<file path="config.mk">
export PLATFORM = sky130hd
export DESIGN_NAME = di_sdram_port_ctrl
export DESIGN_NICKNAME = d
export VERILOG_FILES = /design/src/rtl/di_sdram_port_ctrl.sv
export SDC_FILE = /design/constraint.sdc
export NUM_CORES = 1
export LEC_CHECK = 0
export CORE_UTILIZATION = 51
export DETAILED_ROUTE_END_ITERATION = 8
export PLACE_DENSITY = 0.83
export SETUP_SLACK_MARGIN = 0.05
export SKIP_CTS_REPAIR_TIMING = 1
export SLEW_MARGIN = 20
export SYNTH_ARGS = -nofsm -noshare
export SYNTH_HDL_FRONTEND = slang
export SYNTH_SLANG_ARGS = --single-unit
</file>
<file path="constraint.sdc">
create_clock -name ifclk -period 6.39 [get_ports ifclk]
set_input_delay 0.639 -clock ifclk [delete_from_list [all_inputs] [get_ports ifclk]]
set_output_delay 0.639 -clock ifclk [all_outputs]
set_load 0.005 [all_outputs]
</file>
<file path="src/rtl/di_sdram_port_ctrl.sv">
// di_sdram_port_ctrl
// Bridges the 16-bit di_* host transfer bus onto one Spartan-6 MCB user port.
// Host halfwords are packed into 32-bit MCB words (first halfword in the low
// half) and written with bursted write commands. Reads issue bursted read
// commands and return each word to the host low half first.
//
// Handshakes (all single-cycle, sampled at the rising edge of ifclk):
//   host write  : taken on a cycle with di_write && di_write_rdy
//   host read   : taken on a cycle with di_read && di_read_rdy
//   MCB command : fires on a cycle with p_cmd_en && !p_cmd_full
//   MCB wr push : p_wr_en is only raised while !p_wr_full
//   MCB rd pop  : p_rd_en is only raised while !p_rd_empty
// dbg_state_o exposes the FSM state for observation.
module di_sdram_port_ctrl #(
    parameter logic [15:0] TERM_ADDR = 16'h0010,
    parameter int unsigned BURST     = 16
) (
    input  logic        ifclk,
    input  logic        resetb,
    input  logic [15:0] di_term_addr,
    input  logic [31:0] di_reg_addr,
    input  logic [31:0] di_len,
    input  logic        di_read_mode,
    input  logic        di_read,
    input  logic        di_write_mode,
    input  logic        di_write,
    input  logic [15:0] di_reg_datai,
    output logic        di_read_rdy,
    output logic [15:0] di_reg_datao,
    output logic        di_write_rdy,
    output logic [15:0] di_transfer_status,
    output logic        p_cmd_en,
    output logic [2:0]  p_cmd_instr,
    output logic [5:0]  p_cmd_bl,
    output logic [29:0] p_cmd_byte_addr,
    input  logic        p_cmd_full,
    output logic        p_wr_en,
    output logic [3:0]  p_wr_mask,
    output logic [31:0] p_wr_data,
    input  logic        p_wr_full,
    input  logic        p_wr_underrun,
    input  logic        p_wr_error,
    output logic        p_rd_en,
    input  logic [31:0] p_rd_data,
    input  logic        p_rd_empty,
    input  logic        p_rd_overflow,
    input  logic        p_rd_error,
    output logic [2:0]  dbg_state_o
);

    typedef enum logic [2:0] {
        IDLE     = 3'd0,
        WR_FILL  = 3'd1,
        WR_CMD   = 3'd2,
        WR_FLUSH = 3'd3,
        RD_CMD   = 3'd4,
        RD_DRAIN = 3'd5,
        RD_FLUSH = 3'd6
    } state_t;

    localparam logic [6:0] BURST_C = 7'(BURST);

    state_t      state_q,   state_d;
    logic [29:0] addr_q,    addr_d;
    logic [30:0] words_q,   words_d;
    logic        tail_q,    tail_d;
    logic [6:0]  burst_q,   burst_d;
    logic [15:0] low_q,     low_d;
    logic        low_vld_q, low_vld_d;
    logic        flush_q,   flush_d;
    logic [6:0]  out_cnt_q, out_cnt_d;
    logic        half_q,    half_d;
    logic        status_q,  status_d;
    logic        armed_q,   armed_d;
    logic        wmode_q;
    logic        rmode_q;

    logic        sel;
    logic        start_wr;
    logic        start_rd;
    logic [30:0] len_words;
    logic        mcb_err;
    logic        wr_rdy;
    logic        rd_rdy;
    logic        cmd_en;
    logic        cmd_fire;
    logic [6:0]  rd_n;
    logic [6:0]  burst_m1;
    logic [6:0]  rd_n_m1;
    logic        rd_last_tail;
    logic        wr_push;
    logic [3:0]  wr_mask;
    logic [31:0] wr_data;
    logic        rd_pop;
    logic        unused_bits;

    assign sel          = (di_term_addr == TERM_ADDR);
    // Transfers start on a rising mode edge; write wins a simultaneous edge.
    assign start_wr     = sel && di_write_mode && !wmode_q;
    assign start_rd     = sel && di_read_mode && !rmode_q && !start_wr;
    // A trailing odd halfword (di_len[1]) still occupies one MCB word.
    assign len_words    = {1'b0, di_len[31:2]} + {30'd0, di_len[1]};
    assign mcb_err      = p_wr_error | p_wr_underrun | p_rd_error | p_rd_overflow;
    assign wr_rdy       = (state_q == WR_FILL) && sel && !p_wr_full && (burst_q < BURST_C);
    assign rd_rdy       = (state_q == RD_DRAIN) && sel && !p_rd_empty;
    // A read command is withdrawn if the host abandons the transfer first.
    assign cmd_en       = (state_q == WR_CMD) || ((state_q == RD_CMD) && di_read_mode);
    assign cmd_fire     = cmd_en && !p_cmd_full;
    assign rd_n         = (words_q < 31'(BURST)) ? words_q[6:0] : BURST_C;
    assign burst_m1     = burst_q - 7'd1;
    assign rd_n_m1      = rd_n - 7'd1;
    // The final word of a tail read only carries its low halfword.
    assign rd_last_tail = tail_q && (words_q == 31'd0) && (out_cnt_q == 7'd1);
    assign unused_bits  = ^{di_reg_addr[31:30], di_reg_addr[1:0], di_len[0],
                            burst_m1[6], rd_n_m1[6]};

    // Next-state and datapath decisions for the transfer sequencer.
    always_comb begin
        state_d   = state_q;
        addr_d    = addr_q;
        words_d   = words_q;
        tail_d    = tail_q;
        burst_d   = burst_q;
        low_d     = low_q;
        low_vld_d = low_vld_q;
        flush_d   = flush_q;
        out_cnt_d = out_cnt_q;
        half_d    = half_q;
        status_d  = status_q;
        armed_d   = armed_q;
        wr_push   = 1'b0;
        wr_mask   = 4'b0000;
        wr_data   = 32'h0;
        rd_pop    = 1'b0;

        if (armed_q && mcb_err) status_d = 1'b1;

        case (state_q)
            IDLE: begin
                if (start_wr || start_rd) begin
                    addr_d    = {di_reg_addr[29:2], 2'b00};
                    words_d   = len_words;
                    tail_d    = di_len[1];
                    status_d  = 1'b0;
                    armed_d   = 1'b1;
                    burst_d   = 7'd0;
                    low_vld_d = 1'b0;
                    flush_d   = 1'b0;
                    half_d    = 1'b0;
                    out_cnt_d = 7'd0;
                    if (len_words == 31'd0) state_d = IDLE;
                    else if (start_wr)      state_d = WR_FILL;
                    else                    state_d = RD_CMD;
                end
            end
            WR_FILL: begin
                if (wr_rdy && di_write) begin
                    if (low_vld_q) begin
                        wr_push   = 1'b1;
                        wr_data   = {di_reg_datai, low_q};
                        low_vld_d = 1'b0;
                        burst_d   = burst_q + 7'd1;
                        words_d   = words_q - 31'd1;
                    end else if (tail_q && (words_q == 31'd1)) begin
                        wr_push   = 1'b1;
                        wr_mask   = 4'b1100;
                        wr_data   = {16'h0000, di_reg_datai};
                        burst_d   = burst_q + 7'd1;
                        words_d   = words_q - 31'd1;
                    end else begin
                        low_d     = di_reg_datai;
                        low_vld_d = 1'b1;
                    end
                end
                if (!di_write_mode)
                    state_d = WR_FLUSH;
                else if ((burst_d == BURST_C) || (words_d == 31'd0))
                    state_d = WR_CMD;
            end
            WR_FLUSH: begin
                if (low_vld_q) begin
                    if (!p_wr_full) begin
                        wr_push   = 1'b1;
                        wr_mask   = 4'b1100;
                        wr_data   = {16'h0000, low_q};
                        low_vld_d = 1'b0;
                        burst_d   = burst_q + 7'd1;
                        words_d   = words_q - 31'd1;
                    end
                end else if (burst_q == 7'd0) begin
                    state_d = IDLE;
                end else begin
                    flush_d = 1'b1;
                    state_d = WR_CMD;
                end
            end
            WR_CMD: begin
                if (cmd_fire) begin
                    addr_d  = addr_q + {21'd0, burst_q, 2'b00};
                    burst_d = 7'd0;
                    state_d = (flush_q || (words_q == 31'd0)) ? IDLE : WR_FILL;
                end
            end
            RD_CMD: begin
                if (!di_read_mode) begin
                    state_d = IDLE;
                end else if (cmd_fire) begin
                    out_cnt_d = rd_n;
                    addr_d    = addr_q + {21'd0, rd_n, 2'b00};
                    words_d   = words_q - {24'd0, rd_n};
                    half_d    = 1'b0;
                    state_d   = RD_DRAIN;
                end
            end
            RD_DRAIN: begin
                if (rd_rdy && di_read) begin
                    if (!half_q && !rd_last_tail) begin
                        half_d = 1'b1;
                    end else begin
                        rd_pop    = 1'b1;
                        half_d    = 1'b0;
                        out_cnt_d = out_cnt_q - 7'd1;
                    end
                end
                if (out_cnt_d == 7'd0)
                    state_d = ((words_q != 31'd0) && di_read_mode) ? RD_CMD : IDLE;
                else if (!di_read_mode)
                    state_d = RD_FLUSH;
            end
            RD_FLUSH: begin
                if (out_cnt_q == 7'd0) begin
                    state_d = IDLE;
                end else if (!p_rd_empty) begin
                    rd_pop    = 1'b1;
                    half_d    = 1'b0;
                    out_cnt_d = out_cnt_q - 7'd1;
                    if (out_cnt_q == 7'd1) state_d = IDLE;
                end
            end
            default: state_d = IDLE;
        endcase
    end

    // State and datapath registers; mode history feeds the start-edge detect.
    always_ff @(posedge ifclk) begin
        if (!resetb) begin
            state_q   <= IDLE;
            addr_q    <= 30'd0;
            words_q   <= 31'd0;
            tail_q    <= 1'b0;
            burst_q   <= 7'd0;
            low_q     <= 16'h0;
            low_vld_q <= 1'b0;
            flush_q   <= 1'b0;
            out_cnt_q <= 7'd0;
            half_q    <= 1'b0;
            status_q  <= 1'b0;
            armed_q   <= 1'b0;
            wmode_q   <= 1'b0;
            rmode_q   <= 1'b0;
        end else begin
            state_q   <= state_d;
            addr_q    <= addr_d;
            words_q   <= words_d;
            tail_q    <= tail_d;
            burst_q   <= burst_d;
            low_q     <= low_d;
            low_vld_q <= low_vld_d;
            flush_q   <= flush_d;
            out_cnt_q <= out_cnt_d;
            half_q    <= half_d;
            status_q  <= status_d;
            armed_q   <= armed_d;
            wmode_q   <= di_write_mode;
            rmode_q   <= di_read_mode;
        end
    end

    assign di_write_rdy       = wr_rdy;
    assign di_read_rdy        = rd_rdy;
    assign di_reg_datao       = (state_q == RD_DRAIN) ?
                                (half_q ? p_rd_data[31:16] : p_rd_data[15:0]) : 16'h0000;
    assign di_transfer_status = {15'd0, status_q};
    assign p_cmd_en           = cmd_en;
    assign p_cmd_instr        = (state_q == RD_CMD) ? 3'b001 : 3'b000;
    assign p_cmd_bl           = (state_q == WR_CMD) ? burst_m1[5:0] :
                                ((state_q == RD_CMD) ? rd_n_m1[5:0] : 6'd0);
    assign p_cmd_byte_addr    = ((state_q == WR_CMD) || (state_q == RD_CMD)) ? addr_q : 30'd0;
    assign p_wr_en            = wr_push;
    assign p_wr_mask          = wr_mask;
    assign p_wr_data          = wr_data;
    assign p_rd_en            = rd_pop;
    assign dbg_state_o        = state_q;

endmodule
</file>
Yosys cells after proc, flatten, opt, wreduce, memory -nomap -nowiden:

Cells that the tools add are included.

* multiplexer cells: 100
* equality and inequality tests: 27
* $add $sub $neg: 9
* reduce and logical (&&, ||, !) cells: 57
* $lt $le $gt $ge: 2
* bitwise operators: 5

Operators with widths (count)
* 2-to-1 mux 31 bit: 9
* 2-to-1 mux 30 bit: 5
* case mux 31 bit (4 select lines): 1
* 2-to-1 mux 7 bit: 16
* logical NOT 31 bit: 3
* case mux 30 bit (3 select lines): 1
* 2-to-1 mux 16 bit: 5
* 2-to-1 mux 32 bit: 2
* case mux 32 bit (2 select lines): 1
* adder 30 x 9 -> 30 bit: 2
* case mux 7 bit (4 select lines): 2
* 2-to-1 mux 3 bit: 15
* adder 30 x 1 -> 31 bit: 1
* equality test 31 x 1 -> 1 bit (second input constant): 1
* < comparator 31 x 5 -> 1 bit (second input constant): 1
* nonzero test 31 bit: 1
* subtractor 31 x 1 -> 31 bit (second input constant): 1
* subtractor 31 x 7 -> 31 bit: 1
* 2-to-1 mux 1 bit: 28
* inequality test 2 bit (second input constant): 11
* logical NOT 7 bit: 3
* case mux 3 bit (7 select lines): 1
* logical AND 1 bit: 20
* 2-to-1 mux 4 bit: 5
* other kinds (34): 64

* bits in registers: 102
* output and inout bits: 115
* logic and storage cells: 214
* bits of input ports: 141

Longest topological paths before layout:

Gate-level depths: netlist of run 1.

* depth in word-level cells: 12
* mapped depth: 22
* depth with buffers taken out: 17

Worst setup path after synthesis of run 1:

No wires, ideal clock.

* path type: register -> register
* start point: register words_q[6]
* end point: register addr_q[20]
* data required time: 6.298 ns
* clock period less this slack: 4.426 ns
* cell stages (with the launch flop): 21
* path buffers: 3
* data arrival time: 4.334 ns
* setup time: 0.092 ns
* slack: 1.964 ns
* cell sequence: dfxtp_1 -> buf_6 -> or3_1 -> nor4_1 -> and3_1 -> clkbuf_1 -> clkbuf_1 -> nand2_1 -> o21ai_0 -> ha_1 -> inv_1 -> fa_1 -> nor2b_1 -> o21ai_0 -> a21boi_0 -> o21ai_0 -> a21boi_1 -> o21a_1 -> nand4_1 -> o31a_1 -> o32ai_1

* word-level cells in the longest chain between the ends: 6

RTL lines
* start, declared: RTL line 65 `logic [30:0] words_q, words_d;`
* start signal, assigned: RTL line 264 `words_q <= words_d;`
* < comparator 31 x 5 -> 1 bit: RTL line 109 `assign rd_n = (words_q < 31'(BURST)) ? words_q[6:0] : BURST_C;`
* 2-to-1 mux 7 bit (*): RTL line 109
* adder 30 x 9 -> 30 bit (*): RTL line 209 `addr_d = addr_q + {21'd0, rd_n, 2'b00};`
* 2-to-1 mux 30 bit (*): RTL line 207 `end else if (cmd_fire) begin`
* 2-to-1 mux 30 bit (*): RTL line 205 `if (!di_read_mode) begin`
* case mux 30 bit (3 select lines) (*): RTL line 138 `case (state_q)`
* end signal, assigned: RTL line 263 `addr_q <= addr_d;`
* end, declared: RTL line 64 `logic [29:0] addr_q, addr_d;`

Every way passes the cells marked *; elsewhere a longest branch is shown, timed or not. The select of a mux whose other input is x is not followed.
A chain may end at the register's enable or synchronous reset.

Final worst setup path of run 1:

* start point: register words_q[10]
* end point: register addr_q[26]

* word-level cells in the longest chain between the ends: 6

RTL lines (RTL line)
* < comparator 31 x 5 -> 1 bit: 109
* 2-to-1 mux 7 bit: 109
* adder 30 x 9 -> 30 bit: 209
* 2-to-1 mux 30 bit: 207
* 2-to-1 mux 30 bit: 205
* case mux 30 bit (3 select lines): 138

Every way passes these cells. The select of a mux whose other input is x is not followed.

==> flow_summary.toml, run 1 <==
[critical_path]
crit_fanout = 17
max_stage_delay_ps = 620
cp.arrival_ps = 5660
r2r_end = "addr_q[26]$_SDFFE_PN0P_"
crit_family = "simple AND/OR/NAND/NOR gates"
critPathLaunchType = "flop"
slowest_stage = "nor4_1"
r2r_slack_ps = 1020
worstSetupPathType = "flop to flop"
path_buf_inv = 2
r2r_cells = 18
endpoint_kind = "flop"
required_ps = 6680
cp_common_cell = "o21ai_0"
r2r-start = "words_q[10]$_SDFFE_PN0P_"
cp_cell_sequence = "nor4_1, and4_1, and3_1, nand2_1, nor2_1, a21o_1, inv_1, fa_1, nor2b_1, o21ai_0, a21boi_0, o21ai_0, a21boi_1, buf_4, o211ai_1, o21ai_0, a21oi_1, a211oi_1"

[finish]
area_growth_pct = 24.15
mostFrequentLayoutCells = "229 x clkdlybuf4s50_1, 160 x nand2_1, 145 x nor2_1"
seqCellArea_um2 = 2002
layout-drive-gt1-share_pct = 4.926
layout.nets = 1780
multiInputGateArea_um2 = 7453
final_common_cell = "clkdlybuf4s50_1"
fillers = 1802

[synthesis]
synth-compound-area-share_pct = 29.37
synth_adder_area_share_pct = 2.533
synth_area_um2 = 10180
syn_inst = 1499
synth-xor-area-share_pct = 4.894
synth_top_flop_cell = "dfxtp_1"
avgSynthCellArea_um2 = 6.789
synthMuxAreaShare_pct = 2.287
yosysWarnings = 0
synth_top_family_by_area = "simple AND/OR/NAND/NOR gates"
ys_async_sr_fraction_pct = 0
synth-edff-count = 0
yosys.area_share.simple_pct = 32.94
ys_ff_latch = 100
seq_area_frac_synth_pct = 19.67
synth_cell_type_count = 91

[timing]
period_share_pct = 84.07
clock_skew_ps = 11.80
fin_setup_tns_ps = 0
period_minus_slack_ps = 5372
worst_hold_slack_ps = 452.9
finalHoldViolations = 0
slew_viol_final = 0
tightestPinTransition_ps = 1076
rsz0062_at_grt = "no"
clock.fmax_ghz = 0.1861
max_slew_margin_pct = 27.99
setup_violations = 0

[status]
status = "completed"

[global_route]
grt_max_degree = 62
grt_pass1_wl_mm = 58.97
grt_pass1_vias = 11010
antenna_found_initial = 1
grt-ovfl-total = 0
grt_use_total_pct = 36.52

[clock_network]
cts_buffer_depth = 2
htree_levels = 3
clock-sinks = 100
cts_buffers = 9
root_buffer = "clkbuf_16"
cts.reportedPaths.clkPinSlew_ps = 80
cts_tree = "built"
worst_skew_pair.late_latency_ps = 370

[drt]
postRouteAntennaNets = 0
vias_per_cell = 6.528
drt_iter0_drc = 1361
route.detailed.drc = 0
drt-total-wl_mm = 37.89
wl_per_cell_um = 20.05
vias = 12340
drt_pre_antenna_iters = 6

[place]
portBuffers = 229
gp_routability_congestion = 0.9609
hpwl_mm = 27.71

[run]
cap_violations = 0

[hold_path]
whs_path_depth = 2
hold_end = "low_q[9]$_SDFFE_PN0P_"
hold_class = "flop to flop"
min_from = "low_q[9]$_SDFFE_PN0P_"

[die]
dieWidth_um = 143.3
pin_count = 256
num_rows = 51
initial_utilization_pct = 52.11
core-area_um2 = 19530
fp.dieArea_um2 = 20520
dieHeight_um = 143.3

[pwr]
power_density_nw_per_um2 = 461.1
ir_drop_uv = 261.5
power_leakage_nw = 4.468
layout make-up:
type | count | area share, %
antenna | 1 | 0.01981
clock buffer | 10 | 1.892
clock inverter | 6 | 0.4259
inverter | 29 | 0.8616
multi-input combinational | 1230 | 59.00
sequential | 100 | 15.85
tap | 265 | 2.625
timing repair buffer | 249 | 19.33
registers in the layout, indices dropped and copies added (netlist names), 3 cells and up:
name and cells:
addr_q 28, burst_q 7, dbg_state_o 3, low_q 16, out_cnt_q 7, words_q 31
worst reg2reg max path: cells and delay by family (launching register included):
family	cells	cell delay (ps)
AND/OR/NAND/NOR	6	2500
flip-flops	1	450
buffers and inverters	2	230
adder cells (fa/ha/maj)	1	410
AO/OA/AOI/OAI	9	1700
Yosys cell counts, types with 6 or more instances:
cell type / instances / area [um^2]
o31ai_1: 15 / 112.6
xnor2_1: 31 / 271.5
a311oi_1: 8 / 70.07
dfxtp_1: 100 / 2002
buf_4: 24 / 180.2
buf_2: 6 / 30.03
nor2_1: 145 / 544.3
o211ai_1: 10 / 75.07
a22oi_1: 18 / 135.1
a31oi_1: 22 / 137.6
mux2i_1: 21 / 210.2
and2_1: 40 / 250.2
or4_1: 15 / 112.6
nor3b_1: 10 / 75.07
nor3_1: 41 / 205.2
a21oi_1: 112 / 560.5
or3_1: 13 / 81.33
nor4_1: 28 / 175.2
nor2b_1: 10 / 62.56
and4_1: 13 / 113.9
inv_1: 28 / 105.1
ha_1: 19 / 237.7
and3_1: 46 / 287.8
nand4_1: 30 / 187.7
buf_1: 10 / 37.54
a21o_1: 7 / 52.55
nand2b_1: 16 / 100.1
nand3_1: 52 / 260.3
or2_2: 6 / 37.54
o22ai_1: 18 / 112.6
xor2_1: 24 / 210.2
a22o_1: 22 / 192.7
a221oi_1: 7 / 61.31
a211oi_1: 17 / 127.6
o21a_1: 6 / 45.04
clkbuf_1: 116 / 435.4
nand2_1: 160 / 600.6
o21ai_0: 123 / 615.6
per-layer routing:
metal  track usage, %  up-vias  share of wire [%]  routed length [um]
met4            16.74        0                3.5                1322
met1            47.37     5740                 41               15360
met3            8.417      118                 12                4385
met2            57.28      749                 44               16820
li1                 -     5730                  -                   -
met5                0        -                  0                   0
power by group:
group | internal [mW] | leakage, nW | switching [mW]
clock network | 0.284 | 0.147 | 0.281
registers | 0.804 | 0.816 | 0.338
logic | 1.50 | 3.50 | 2.62
total | 2.59 | 4.47 | 3.24
cells by family (layout without fill, tap and decap cells):
group / count (synthesis) / after routing
buf+inv: 189 / 294
other cells: 2 / 23
fa+ha+maj: 20 / 20
mux: 23 / 23
compound gates: 461 / 461
xor+xnor: 56 / 56
flops: 100 / 100
simple gates: 648 / 648
worst max-delay path by stage:
stage / startpoint / to / slack, ps / depth (start not counted)
finish: words_q[10]$_SDFFE_PN0P_ / addr_q[26]$_SDFFE_PN0P_ / 1020 / 18
CTS: words_q[10]$_SDFFE_PN0P_ / addr_q[20]$_SDFFE_PN0P_ / 1220 / 18
global placement: words_q[10]$_SDFFE_PN0P_ / addr_q[20]$_SDFFE_PN0P_ / 1410 / 18
detailed placement: words_q[10]$_SDFFE_PN0P_ / addr_q[26]$_SDFFE_PN0P_ / 1280 / 18
global route: words_q[10]$_SDFFE_PN0P_ / addr_q[15]$_SDFFE_PN0P_ / 710 / 16
floorplan: words_q[6]$_SDFFE_PN0P_ / addr_q[20]$_SDFFE_PN0P_ / 1960 / 20
stage by stage:
step	total power [mW]	setup WS [ps]	util [%]	instances	cell area, um^2
after floorplan	3.947	1964	-	1519	10250
after global placement	5.002	1407	63.16	1873	12330
after detailed placement	5.097	1276	63.16	1873	12330
after CTS	5.674	1216	64.65	1889	12620
after global routing	6.192	706.5	64.70	1890	12630
final	5.826	1018	64.70	1890	12630
Power figures use the tool's default switching activity.
==> inputs of run 2 (changes only) <==
==> constraint.sdc (replaced) <==
create_clock -name ifclk -period 5.5 [get_ports ifclk]
set_input_delay 0.55 -clock ifclk [delete_from_list [all_inputs] [get_ports ifclk]]
set_output_delay 0.55 -clock ifclk [all_outputs]
set_load 0.005 [all_outputs]
==> flow_summary.toml, run 2 (same netlist as run 1, synthesis figures left out) <==
[timing]
period_share_pct = 88.66
finalHoldViolations = 0
period_minus_slack_ps = 4877
rsz0062_at_grt = "no"
slew_viol_final = 0
max_slew_margin_pct = 27.59
clock.fmax_ghz = 0.2051
tightestPinTransition_ps = 1080
clock_skew_ps = 10.10
fin_setup_tns_ps = 0
worst_hold_slack_ps = 453.1
setup_ws_ps = 623.4
setup_violations = 0

[place]
portBuffers = 229
hpwl_mm = 28.08
gp_routability_congestion = 0.9775
post-place-ws_ps = 839.9

[finish]
final_common_cell = "clkdlybuf4s50_1"
top_regs = "words_q x31, addr_q x28, low_q x16"
area_growth_pct = 25.78
top_register = "words_q"
layout.nets = 1795
layout-drive-gt1-share_pct = 5.735
mostFrequentLayoutCells = "229 x clkdlybuf4s50_1, 160 x nand2_1, 145 x nor2_1"
largest_reg_flops = 31

[critical_path]
r2r_slack_ps = 620
cp.arrival_ps = 5160
required_ps = 5780
worstSetupPathType = "flop to flop"
endpoint_kind = "flop"
critPathLaunchType = "flop"
crit_fanout = 11

[drt]
postRouteAntennaNets = 0
vias_per_cell = 6.554
drt_pre_antenna_iters = 6
drt_iter0_drc = 1596
drt-total-wl_mm = 38.51
vias = 12490
route.detailed.drc = 0
wl_per_cell_um = 20.21

[clock_network]
htree_levels = 3
worst_skew_pair.late_latency_ps = 370
root_buffer = "clkbuf_16"
cts.reportedPaths.clkPinSlew_ps = 80
cts_buffers = 9
clock-sinks = 100
cts_tree = "built"
cts_buffer_depth = 2

[global_route]
grt_max_degree = 62
grt-ovfl-total = 0
grt_use_total_pct = 37.14
grt_pass1_wl_mm = 60.09
antenna_found_initial = 1
grt_pass1_vias = 11110

[die]
dieWidth_um = 143.3
num_rows = 51
pin_count = 256
initial_utilization_pct = 52.11
core-area_um2 = 19530
dieHeight_um = 143.3
fp.dieArea_um2 = 20520

[run]
cap_violations = 0

[pwr]
pwr-share-comb_pct = 69.5
p_int_mw = 3.193
power_leakage_nw = 4.566
power_density_nw_per_um2 = 544.7
power.share.sequential_pct = 19.2
power.share.clock_pct = 11.3
ir_drop_uv = 320.4
swShare_pct = 54.20
switchingPower_mw = 3.779

[status]
status = "completed"

[hold_path]
hold_class = "flop to flop"
-- run 2: metal layers --
layer	track usage (%)	wire (um)	vias up
li1	-	-	5745
met1	49.03	15730	5788
met2	59.51	17050	825
met3	6.673	4353	128
met4	14.78	1370	0
met5	1.253	0	-
-- run 2: final cells by class --
class | instances | area (um^2)
inverter | 29 | 108.9
tap | 265 | 331.6
antenna | 1 | 2.502
timing repair buffer | 264 | 2555
sequential | 100 | 2002
fill | 1769 | 6726
clock inverter | 6 | 117.6
clock buffer | 10 | 239.0
multi-input combinational | 1230 | 7443
-- run 2: worst paths after layout --
check                                 from                      end  cells past startpoint
hold reg to reg      low_q[8]$_SDFFE_PN0P_    low_q[8]$_SDFFE_PN0P_                      2
setup reg to reg  words_q[24]$_SDFFE_PN0P_  addr_q[26]$_SDFFE_PN0P_                     18
setup / recovery  words_q[24]$_SDFFE_PN0P_  addr_q[26]$_SDFFE_PN0P_                     18
hold / removal       low_q[8]$_SDFFE_PN0P_    low_q[8]$_SDFFE_PN0P_                      2
-- run 2: power by group through the flow --
| stage | registers, mW | logic, mW | clock network [mW] |
|---|---|---|---|
| global route | 1.36 | 5.21 | 0.818 |
| CTS | 1.31 | 4.67 | 0.788 |
| detailed placement | 1.33 | 4.65 | 0 |
| finish | 1.34 | 4.84 | 0.790 |
| floorplan | 1.05 | 3.53 | 0 |
| global placement | 1.32 | 4.56 | 0 |
-- run 2: critical path: stages, from the launching register on --
cell and delay, ps:
dfxtp_1 440, nor4_1 720, and3_1 350, and3_1 370, nand2_1 130, nor2_1 310, a21o_1 160, inv_1 60
fa_1 400, nor2b_1 160, o21ai_0 120, a21boi_0 230, o21ai_0 150, a21boi_1 170, buf_4 180, o211ai_1 260
o21ai_0 280, a21oi_1 100, a211oi_1 200
-- run 2: stage by stage --
step / instance area (um^2) / total power, mW / util [%] / instances
2_1_floorplan: 10250 / 4.585 / - / 1519
3_3_place_gp: 12440 / 5.879 / 63.71 / 1888
3_5_place_dp: 12440 / 5.972 / 63.71 / 1888
4_1_cts: 12800 / 6.772 / 65.54 / 1904
5_1_grt: 12800 / 7.395 / 65.55 / 1905
6_report: 12800 / 6.973 / 65.55 / 1905
==> inputs of run 3 (changes only) <==
--- a/config.mk
+++ b/config.mk
@@ -5,8 +5,10 @@
 export SDC_FILE = /design/constraint.sdc
 export NUM_CORES = 1
 export LEC_CHECK = 0
+export CORE_MARGIN = 5
 export CORE_UTILIZATION = 51
 export DETAILED_ROUTE_END_ITERATION = 8
+export HOLD_SLACK_MARGIN = 0.02
 export PLACE_DENSITY = 0.83
 export SETUP_SLACK_MARGIN = 0.05
 export SKIP_CTS_REPAIR_TIMING = 1
==> flow_summary.toml, run 3 (same netlist as run 1, synthesis figures left out) <==
[status]
status = "completed"

[die]
fp.dieArea_um2 = 22880
dieWidth_um = 151.3
core-area_um2 = 19530
initial_utilization_pct = 52.11
num_rows = 51
dieHeight_um = 151.3
pin_count = 256

[critical_path]
required_ps = 5780
critPathLaunchType = "flop"
cp.arrival_ps = 5130
endpoint_kind = "flop"
crit_fanout = 13
worstSetupPathType = "flop to flop"

[pwr]
power.total_mw = 6.906
power_density_nw_per_um2 = 541.5
ir_drop_uv = 379.1
power_leakage_nw = 4.549

[timing]
period_share_pct = 88.10
fin_setup_tns_ps = 0
rsz0062_at_grt = "no"
max_slew_margin_pct = 29.01
tightestPinTransition_ps = 1059
setup_violations = 0
setup_ws_ps = 654.3
clock_skew_ps = 10.35
slew_viol_final = 0
period_minus_slack_ps = 4846
finalHoldViolations = 0
clock.fmax_ghz = 0.2064

[place]
post-place-ws_ps = 781.4
portBuffers = 229
hpwl_mm = 28.67
gp_routability_congestion = 1.008

[drt]
drt_pre_antenna_iters = 6
drt_iter0_drc = 1438
vias = 12460
drt-total-wl_mm = 39.00
route.detailed.drc = 0
postRouteAntennaNets = 0
vias_per_cell = 6.541
wl_per_cell_um = 20.47

[finish]
area_growth_pct = 25.33
layout.nets = 1796
largest_reg_flops = 31
fin_util_pct = 65.31
seqCellArea_um2 = 2002
fillers = 1775
layout-drive-gt1-share_pct = 5.793
top_regs = "words_q x31, addr_q x28, low_q x16"
antennaDiodeCount = 0
top_register = "words_q"
final_common_cell = "clkdlybuf4s50_1"
multiInputGateArea_um2 = 7443
mostFrequentLayoutCells = "229 x clkdlybuf4s50_1, 160 x nand2_1, 145 x nor2_1"

[clock_network]
cts_buffer_depth = 2
cts.reportedPaths.clkPinSlew_ps = 80
cts_tree = "built"
cts_buffers = 9
htree_levels = 3
clock-sinks = 100
root_buffer = "clkbuf_16"
worst_skew_pair.late_latency_ps = 370

[hold_path]
hold_class = "flop to flop"

[global_route]
grt-ovfl-total = 0
grt_pass1_vias = 11070
grt_max_degree = 62
grt_use_total_pct = 32.50
antenna_found_initial = 0
grt_pass1_wl_mm = 59.70

[run]
cap_violations = 0
## run 3: cell types whose count changed in the layout (fill, tap and decap cells not counted)
cell,before,now
bufinv_16,3,1
inv_6,1,3
clkbuf_8,1,0
buf_4,35,36
diode_2,1,0
clkinv_2,0,1
## run 3: final cells by class
type | count | area share (%)
clock buffers | 9 | 1.766
clock inverters | 7 | 0.6279
repair buffers | 265 | 20.09
inverters | 29 | 0.8535
multi-input cells | 1230 | 58.36
well taps | 265 | 2.600
flip-flops and latches | 100 | 15.70
## run 3: stage by stage
stage	instances	hold slack [ps]	cell area, um^2
finish	1905	457.5	12750
global route	1905	478.8	12750
global placement	1889	437.7	12450
detailed placement	1889	444.7	12450
CTS	1905	455.3	12750
floorplan	1519	432.1	10250
## run 3: where the power goes
group	leakage [nW]	internal [mW]	switching (mW)
sequential	0.816	0.934	0.371
clock	0.149	0.362	0.335
combinational	3.58	1.81	3.09
total	4.55	3.11	3.80
## run 3: worst max-delay path: stages (launching register included)
cell and delay (ps):
dfxtp_1 430, or3_1 500, nor4_1 460, and3_1 340, nand2_1 120, o21ai_0 270, ha_1 240, inv_1 60
fa_1 370, nor2b_1 140, o21ai_0 110, a21boi_0 250, o21ai_0 150, a21boi_1 410, o211ai_1 330, o21ai_0 260
a21oi_1 90, a211oi_1 210
## run 3: final timing paths
path,startpoint,to,slack (ps),cells past startpoint
max,words_q[4]$_SDFFE_PN0P_,addr_q[28]$_SDFFE_PN0P_,650,17
min,low_q[6]$_SDFFE_PN0P_,low_q[6]$_SDFFE_PN0P_,460,2
max reg2reg,words_q[4]$_SDFFE_PN0P_,addr_q[28]$_SDFFE_PN0P_,650,17
min reg2reg,low_q[6]$_SDFFE_PN0P_,low_q[6]$_SDFFE_PN0P_,460,2
## run 3: routing by layer
metal / track usage [%] / vias up / routed length, um
met4: 12.28 / 0 / 1407
li1: - / 5744 / -
met2: 51.48 / 788 / 17450
met5: 0 / - / 0
met1: 42.84 / 5801 / 15080
met3: 7.720 / 127 / 5057
==> edit (config.mk and constraints of run 2) <==
Register the output `di_transfer_status`, with the module's reset; this adds one clock of latency there. The other outputs are not delayed to match.
--- a/src/rtl/di_sdram_port_ctrl.sv
+++ b/src/rtl/di_sdram_port_ctrl.sv
@@ -281,5 +281,11 @@
     assign di_reg_datao       = (state_q == RD_DRAIN) ?
                                 (half_q ? p_rd_data[31:16] : p_rd_data[15:0]) : 16'h0000;
-    assign di_transfer_status = {15'd0, status_q};
+    always_ff @(posedge ifclk) begin
+        if (!resetb) begin
+            di_transfer_status <= '0;
+        end else begin
+            di_transfer_status <= {15'd0, status_q};
+        end
+    end
     assign p_cmd_en           = cmd_en;
     assign p_cmd_instr        = (state_q == RD_CMD) ? 3'b001 : 3'b000;
Formal check against the unedited RTL: not equivalent (a bounded check fails within 4 cycles, from zero or initial values and one cycle with resetb low).
==> edit against run 2 <==
Die area increased by 0.73%; design area increased by 0.35%; wire length decreased by 1.8%; critical endpoint unchanged; maximum frequency decreased by 1.7%; largest power group unchanged; synthesized area increased by 0.74%; total power decreased by 23%; sequential cell count increased by 1; setup slack got worse by 85 ps.
==> edit: results (changes against run 2) <==
drt total wl -> 37,800 um (-1.8%)
Post-synth top cells -> nand2_1 (152), nor2_1 (149), a21oi_1 (106), clkbuf_1 (103), dfxtp_1 (101)
Synth Area in Compound Gates -> 29.7% (+0.32 points)
FF-to-FF Start -> words_q[22]
worst reg-to-reg setup slack -> 540 ps (-90 ps)
multiplexer share of the synthesized area -> 1.95% (-0.33 points)
met3 usage -> 7.16% (+0.49 points)
multi-input logic portion of the cell area -> 58.4% (+0.26 points)
dpl ws -> 620 ps (-220 ps)
Post-DP HPWL -> 27,600 um (-1.8%)
fraction of area in registers -> 15.8% (+0.11 points)
run status -> completed
critical-path maximum fanout -> 9 (-2)
critical hold path startpoint -> flush_q
P&R area growth vs syn -> 25.3%
share of cells above drive strength 1 -> 6.01% (+0.28 points)
Final non-clock buffer share -> 19.9% (-0.070 points)
post-synthesis sequential area ratio -> 19.7% (+0.051 points)
Synth Instances -> 1,479 (-1.3%)
peak supply drop -> 0.254 mV (-21%)
vias in the first global route -> 10,900 (-2.3%)
clk tree area frac -> 2.45% (-0.33 points)
met2 wire length -> 16,600 um (-2.8%)
P_leak -> 4.43 nW (-2.9%)
Worst Max-Slew Pin Slew -> 1170 ps (+84.8 ps)
multi-input gates -> 1,218 (-0.98%)
XOR/XNOR Fraction of Synth Area -> 5.21% (+0.32 points)
-- edit: cell count changes in the layout (fill, tap and decap cells not counted), sizes merged, moves of 10 or more --
| cell | before | now |
|---|---|---|
| and2 | 40 | 56 |
| and3 | 46 | 19 |
| nand2 | 162 | 152 |
| nor4 | 32 | 44 |
| o21ai | 128 | 105 |
| o221ai | 4 | 14 |
| o31ai | 16 | 6 |
| xnor2 | 32 | 42 |
-- edit: where the power goes --
part	total, W	switching, W	internal, W	leakage, nW
logic	0.00350	0.00224	0.00127	3.45
clock network	0.000713	0.000313	0.000400	0.153
registers	0.00118	0.000280	0.000901	0.826
-- edit: critical path, cell delays in order (launching register included) --
cell,delay [ps]
dfxtp_1,420
or4_4,490
or4_4,540
nor3_2,340
buf_4,210
nand2_1,130
o21ai_0,210
ha_1,210
inv_1,60
fa_1,370
nor2b_1,140
o21ai_0,110
a21boi_0,250
o21a_1,190
o21ai_0,140
a2111oi_0,520
buf_4,220
a311oi_1,90
a311oi_1,230
